--- src/rtl/layer_inter_1_2_pool_reader.sv ---
// Scans the layer-1/2 intermediate buffer through both RAM ports (rows r and r+1)
// and streams signed 2x2 max-pooled values to layer 2, then pulses done.
module layer_inter_1_2_pool_reader #(
    parameter int ADDR_WIDTH  = 9,
    parameter int DATA_WIDTH  = 16,
    parameter int FMAP_WIDTH  = 22,
    parameter int FMAP_HEIGHT = 22
) (
    input  logic                  clock,
    input  logic                  reset,
    input  logic                  enable,
    input  logic                  layer_reset,
    output logic                  rden_a,
    output logic                  rden_b,
    output logic                  wren_a,
    output logic                  wren_b,
    output logic [ADDR_WIDTH-1:0] address_a,
    output logic [ADDR_WIDTH-1:0] address_b,
    input  logic [DATA_WIDTH-1:0] q_a,
    input  logic [DATA_WIDTH-1:0] q_b,
    output logic [DATA_WIDTH-1:0] pool_out,
    output logic                  pool_valid,
    output logic [ADDR_WIDTH-1:0] pool_index,
    output logic                  done
);

    localparam logic [ADDR_WIDTH-1:0] ONE       = ADDR_WIDTH'(1);
    localparam logic [ADDR_WIDTH-1:0] TWO       = ADDR_WIDTH'(2);
    localparam logic [ADDR_WIDTH-1:0] WIDTH_A   = ADDR_WIDTH'(FMAP_WIDTH);
    localparam logic [ADDR_WIDTH-1:0] WRAP_STEP = ADDR_WIDTH'(FMAP_WIDTH + 1);
    localparam logic [ADDR_WIDTH-1:0] COL_LAST  = ADDR_WIDTH'(FMAP_WIDTH - 1);
    localparam logic [ADDR_WIDTH-1:0] ROW_LAST  = ADDR_WIDTH'(FMAP_HEIGHT - 2);
    localparam logic [ADDR_WIDTH-1:0] POOL_LAST = ADDR_WIDTH'((FMAP_WIDTH / 2) * (FMAP_HEIGHT / 2) - 1);

    typedef enum logic [1:0] {
        S_IDLE,
        S_READ,
        S_DRAIN,
        S_FINISH
    } state_t;

    state_t                        state_q, state_d;
    logic [ADDR_WIDTH-1:0]         row_q, row_d;
    logic [ADDR_WIDTH-1:0]         col_q, col_d;
    logic [ADDR_WIDTH-1:0]         addr_a_q, addr_a_d;
    logic [ADDR_WIDTH-1:0]         addr_b_q, addr_b_d;
    logic                          rd_valid_q, rd_valid_d;
    logic                          col_odd_q, col_odd_d;
    logic signed [DATA_WIDTH-1:0]  hold_q, hold_d;
    logic signed [DATA_WIDTH-1:0]  pool_out_q, pool_out_d;
    logic                          pool_valid_q, pool_valid_d;
    logic [ADDR_WIDTH-1:0]         pool_index_q, pool_index_d;
    logic                          done_q, done_d;

    logic                          rd_issue;
    logic signed [DATA_WIDTH-1:0]  qa_s, qb_s, col_max, win_max;

    assign qa_s    = q_a;
    assign qb_s    = q_b;
    assign col_max = (qa_s >= qb_s) ? qa_s : qb_s;
    assign win_max = (hold_q >= col_max) ? hold_q : col_max;

    assign rd_issue   = (state_q == S_READ) && enable;
    assign rden_a     = rd_issue;
    assign rden_b     = rd_issue;
    assign wren_a     = 1'b0;
    assign wren_b     = 1'b0;
    assign address_a  = addr_a_q;
    assign address_b  = addr_b_q;
    assign pool_out   = pool_out_q;
    assign pool_valid = pool_valid_q;
    assign pool_index = pool_index_q;
    assign done       = done_q;

    always_comb begin
        state_d      = state_q;
        row_d        = row_q;
        col_d        = col_q;
        addr_a_d     = addr_a_q;
        addr_b_d     = addr_b_q;
        hold_d       = hold_q;
        pool_out_d   = pool_out_q;
        pool_valid_d = 1'b0;
        pool_index_d = pool_index_q;
        done_d       = 1'b0;
        rd_valid_d   = rd_issue;
        col_odd_d    = col_q[0];

        // Even column returns seed the window, odd column returns close it.
        if (pool_valid_q) pool_index_d = pool_index_q + ONE;
        if (rd_valid_q) begin
            if (!col_odd_q) begin
                hold_d = col_max;
            end else begin
                pool_out_d   = win_max;
                pool_valid_d = 1'b1;
            end
        end

        case (state_q)
            S_IDLE: begin
                row_d    = '0;
                col_d    = '0;
                addr_a_d = '0;
                addr_b_d = WIDTH_A;
                if (enable) state_d = S_READ;
            end
            S_READ: begin
                if (rd_issue) begin
                    if (col_q == COL_LAST) begin
                        col_d    = '0;
                        row_d    = row_q + TWO;
                        addr_a_d = addr_a_q + WRAP_STEP;
                        addr_b_d = addr_b_q + WRAP_STEP;
                        if (row_q == ROW_LAST) state_d = S_DRAIN;
                    end else begin
                        col_d    = col_q + ONE;
                        addr_a_d = addr_a_q + ONE;
                        addr_b_d = addr_b_q + ONE;
                    end
                end
            end
            S_DRAIN: begin
                if (pool_valid_q && (pool_index_q == POOL_LAST)) begin
                    state_d = S_FINISH;
                    done_d  = 1'b1;
                end
            end
            S_FINISH: begin
                // Parked until the controller clears us, so a lingering grant cannot rescan.
                state_d = S_FINISH;
            end
            default: state_d = S_IDLE;
        endcase

        if (layer_reset) begin
            state_d      = S_IDLE;
            row_d        = '0;
            col_d        = '0;
            addr_a_d     = '0;
            addr_b_d     = WIDTH_A;
            rd_valid_d   = 1'b0;
            col_odd_d    = 1'b0;
            hold_d       = '0;
            pool_out_d   = '0;
            pool_valid_d = 1'b0;
            pool_index_d = '0;
            done_d       = 1'b0;
        end
    end

    always_ff @(posedge clock or posedge reset) begin
        if (reset) begin
            state_q      <= S_IDLE;
            row_q        <= '0;
            col_q        <= '0;
            addr_a_q     <= '0;
            addr_b_q     <= '0;
            rd_valid_q   <= 1'b0;
            col_odd_q    <= 1'b0;
            hold_q       <= '0;
            pool_out_q   <= '0;
            pool_valid_q <= 1'b0;
            pool_index_q <= '0;
            done_q       <= 1'b0;
        end else begin
            state_q      <= state_d;
            row_q        <= row_d;
            col_q        <= col_d;
            addr_a_q     <= addr_a_d;
            addr_b_q     <= addr_b_d;
            rd_valid_q   <= rd_valid_d;
            col_odd_q    <= col_odd_d;
            hold_q       <= hold_d;
            pool_out_q   <= pool_out_d;
            pool_valid_q <= pool_valid_d;
            pool_index_q <= pool_index_d;
            done_q       <= done_d;
        end
    end

endmodule

--- config.mk ---
export PLATFORM = sky130hd
export DESIGN_NAME = layer_inter_1_2_pool_reader
export DESIGN_NICKNAME = d
export VERILOG_FILES = /design/src/rtl/layer_inter_1_2_pool_reader.sv
export SDC_FILE = /design/constraint.sdc
export NUM_CORES = 1
export LEC_CHECK = 0
export ABC_AREA = 1
export ABC_CLOCK_PERIOD_IN_PS = 3800
export CORE_MARGIN = 2
export CORE_UTILIZATION = 45
export CTS_CLUSTER_SIZE = 25
export DETAILED_ROUTE_END_ITERATION = 8
export GPL_ROUTABILITY_DRIVEN = 0
export PLACE_DENSITY = 0.69
export SLEW_MARGIN = 20
export SYNTH_ARGS = -nofsm -noshare
export SYNTH_HDL_FRONTEND = slang
export SYNTH_SLANG_ARGS = --single-unit
export TNS_END_PERCENT = 100
--- constraint.sdc ---
create_clock -name clock -period 3.8 [get_ports clock]
set_input_delay 0.76 -clock clock [delete_from_list [all_inputs] [get_ports clock]]
set_output_delay 0.76 -clock clock [all_outputs]
set_load 0.005 [all_outputs]
==> metrics.yaml <==
worst_setup_path:
  startpoint_type: "input port"
  critPathRequiredTime_ps: 4020
  critPathMaxFanout: 8
  timing.critical_path.to_type: "flip-flop"
  worstPathArrival_ps: 3930
  timing_worst_setup_path_type: "input port to flip-flop"
cells_and_area:
  area_delta_synth_final_pct: 46.2
  final_nets: 962
  filler_cell_count: 913
  final_util: 0.674
  final_common_cell: "sky130_fd_sc_hd__nand2_1"
  multi_input_comb_area_sq_mm: 0.00301
  seq_area_sq_mm: 0.00205
  layout.cells.most_common_list: "sky130_fd_sc_hd__nand2_1, sky130_fd_sc_hd__buf_4, sky130_fd_sc_hd__inv_1, sky130_fd_sc_hd__dfrtp_1, sky130_fd_sc_hd__clkdlybuf4s50_1"
  stdcell_count: 1029
  diodes: 0
  drive_gt1_frac: 0.226
routing:
  finalWirelength_microns: 14900
  route.detailed.drc: 0
  vias: 5343
  routed_antenna_nets: 0
  detail_route.first_pass.iterations: 7
  drt-initial-drc-count: 290
  post_detailed_route_via_to_cell_ratio: 5.19
  route.detailed.wl_per_inst_microns: 14.5
timing:
  timing.final.hold_violations: 0
  number_of_slew_limit_violations_in_the_final_report: 0
  timing.final.crit_period_ps: 3710
  hold_ws_ps: 439
  sum_neg_setup_slack_ps: 0
  skew_ps: 10.5
  setup-violations-final: 0
  max_slew_margin: 0.586
  layout_worst_path_cycle_share: 0.975
  tightest_pin_transition_ps: 620
  fmax_ghz: 0.270
global_routing:
  grt_max_degree: 37
  groute.layer.met3.usage: 0.0386
  globalRouteTotalUtil: 0.235
  grt-busiest-layer: "met2"
  grt_met1_usage: 0.288
  global_route.overflow_total: 0
  wire_length_of_the_first_global_routing_pass_microns: 24500
  global_route.usage.met2: 0.426
  first_global_vias: 5434
  initial_antenna_violation_count: 0
synth:
  synth_top_area_share: 0.392
  asyncSetResetFlopFracSynth: 1.00
  total_of_flip_flops_plus_latches_after_synthesis: 82
  post-synth-top-area-cell: "sky130_fd_sc_hd__dfrtp_1"
  postSynth.topFlopCell: "sky130_fd_sc_hd__dfrtp_1"
  mappedNetlistArea_sq_mm: 0.00524
  synth-seq-area-share: 0.392
  synth_cell_types: 43
  synthCells: 697
  syn_avg_cell_area_sq_um: 7.51
  synth_edf_count: 0
  synth.area.top_cells: "sky130_fd_sc_hd__dfrtp_1, sky130_fd_sc_hd__nand2_1, sky130_fd_sc_hd__ha_1"
  yosys_warnings: 0
floorplan:
  die_width_microns: 112
  coreArea_sq_mm: 0.0114
  design.die.area_sq_mm: 0.0125
  initial_core_util: 0.461
  rows: 39
  die_y_microns: 112
  pin_count: 85
status:
  run_status: "finished clean"
clocking:
  ctsHoldBuffers: 0
  tritoncts: "done"
  tritoncts.num_buffers: 9
  clockBufferDepth: 2
  clkSlewWorstSetupHoldPaths_ps: 60
  clkLatencyLatePin_ps: 330
  clk_root_buffer_cell: "sky130_fd_sc_hd__clkbuf_16"
  htree_num_levels: 3
  clock_sinks: 82
power_and_ir_drop:
  total_leakage_power_uw: 0.00399
  peakVddDrop_mv: 0.237
  powerDensity_mw_per_mm2: 361
place:
  hpwlAfterDp_microns: 10100
  placed_instances: 981
  numPortBuffers: 82
run:
  max-cap-violations: 0
hold_path:
  hold_class: "flip-flop to flip-flop"
-- layer usage --
metal	vias up	wire (microns)
met5	-	0
met4	0	284
met3	26	569
met2	136	7680
met1	2559	6380
li1	2622	-
-- power by group --
group / total, uW / internal (uW) / switching, uW / leakage, uW
clock network: 887 / 548 / 339 / 0.000146
logic: 915 / 398 / 517 / 0.00272
registers: 964 / 917 / 47.3 / 0.00112
total: 2770 / 1860 / 903 / 0.00399
-- logic make-up (layout without fill, tap and decap cells) --
family / count (synthesis) / in the layout / synth area share
adder cells (fa/ha/maj): 45 / 45 / 0.110
other: 1 / 2 / 0.000716
flip-flops: 82 / 82 / 0.392
AND/OR/NAND/NOR: 339 / 340 / 0.286
AO/OA/AOI/OAI: 102 / 102 / 0.105
buffers and inverters: 122 / 309 / 0.0965
XOR/XNOR: 6 / 6 / 0.0100
-- Yosys cell counts, types with 4 or more instances --
| master | n |
|---|---|
| sky130_fd_sc_hd__clkbuf_1 | 5 |
| sky130_fd_sc_hd__nor3_1 | 13 |
| sky130_fd_sc_hd__o21ai_0 | 32 |
| sky130_fd_sc_hd__nor2_1 | 39 |
| sky130_fd_sc_hd__ha_1 | 43 |
| sky130_fd_sc_hd__nand2_2 | 4 |
| sky130_fd_sc_hd__buf_4 | 5 |
| sky130_fd_sc_hd__nand4_1 | 24 |
| sky130_fd_sc_hd__dfrtp_1 | 82 |
| sky130_fd_sc_hd__a21oi_1 | 56 |
| sky130_fd_sc_hd__inv_1 | 104 |
| sky130_fd_sc_hd__nand3_1 | 29 |
| sky130_fd_sc_hd__nand2_1 | 213 |
| sky130_fd_sc_hd__xor2_1 | 5 |
-- worst max-delay path, cell delays in order --
cell and delay, ps:
sky130_fd_sc_hd__clkdlybuf4s15_1 220, sky130_fd_sc_hd__ha_4 260, sky130_fd_sc_hd__nand2_1 110, sky130_fd_sc_hd__nor2_1 70, sky130_fd_sc_hd__nor2_2 130, sky130_fd_sc_hd__nand2_2 70, sky130_fd_sc_hd__nand2_2 110, sky130_fd_sc_hd__nand2_2 80
sky130_fd_sc_hd__nand2_4 120, sky130_fd_sc_hd__buf_6 140, sky130_fd_sc_hd__nand4_1 130, sky130_fd_sc_hd__nand2_2 110, sky130_fd_sc_hd__inv_2 50, sky130_fd_sc_hd__ha_4 260, sky130_fd_sc_hd__buf_4 100, sky130_fd_sc_hd__nand2_2 60
sky130_fd_sc_hd__nor4_4 320, sky130_fd_sc_hd__nand2_2 120, sky130_fd_sc_hd__nand2_2 80, sky130_fd_sc_hd__nand2_2 60, sky130_fd_sc_hd__nand3_4 130, sky130_fd_sc_hd__buf_6 160, sky130_fd_sc_hd__a21oi_1 60, sky130_fd_sc_hd__nand2_1 120
sky130_fd_sc_hd__nand2_1 60
-- worst paths after layout --
path / from / end / slack (ps) / cells past startpoint
min in group asynchronous: reset / row_q[8] / 800 / 2
max in group asynchronous: reset / hold_q[7] / 2180 / 3
worst max register to register: col_q[1] / address_a[7] / 1090 / 15
worst min-delay path: state_q[0] / done / 440 / 1
worst min register to register: state_q[0] / done / 440 / 1
worst max-delay path: q_a[7] / pool_out[7] / 90 / 25
-- what timing repair did --
item,4_1_cts,5_1_grt
gates cloned,1,0
pin swaps,11,34
gates resized for setup,41,79
buffers inserted,27,5
endpoints found under the setup margin,16,17
-- flip-flops by register name, summed over array words and instances (netlist names) --
| name | cells |
|---|---|
| col_q | 9 |
| rd_valid_q | 1 |
| pool_out | 16 |
| pool_valid | 1 |
| pool_index | 9 |
| done | 1 |
| row_q | 8 |
| state_q | 2 |
| col_odd_q | 1 |
| address_b | 9 |
| address_a | 9 |
| hold_q | 16 |
-- area by class of cell --
cell class | count | share of cell area
flip-flops and latches | 82 | 0.268
clock inverters | 3 | 0.00604
inverters | 106 | 0.0537
well taps | 143 | 0.0234
clock buffers | 13 | 0.0340
repair buffers | 187 | 0.222
multi-input cells | 495 | 0.393
-- per-stage QoR --
stage          worst slack (ps)  power (uW)  instance area, sq um
2_1_floorplan               249        1430                  5240
3_3_place_gp               -449        1690                  6690
3_5_place_dp               -525        1720                  6690
4_1_cts                   -13.3        2700                  7370
5_1_grt                    -107        2920                  7660
6_report                   94.8        2770                  7660
(Power assumes the default switching activity.)
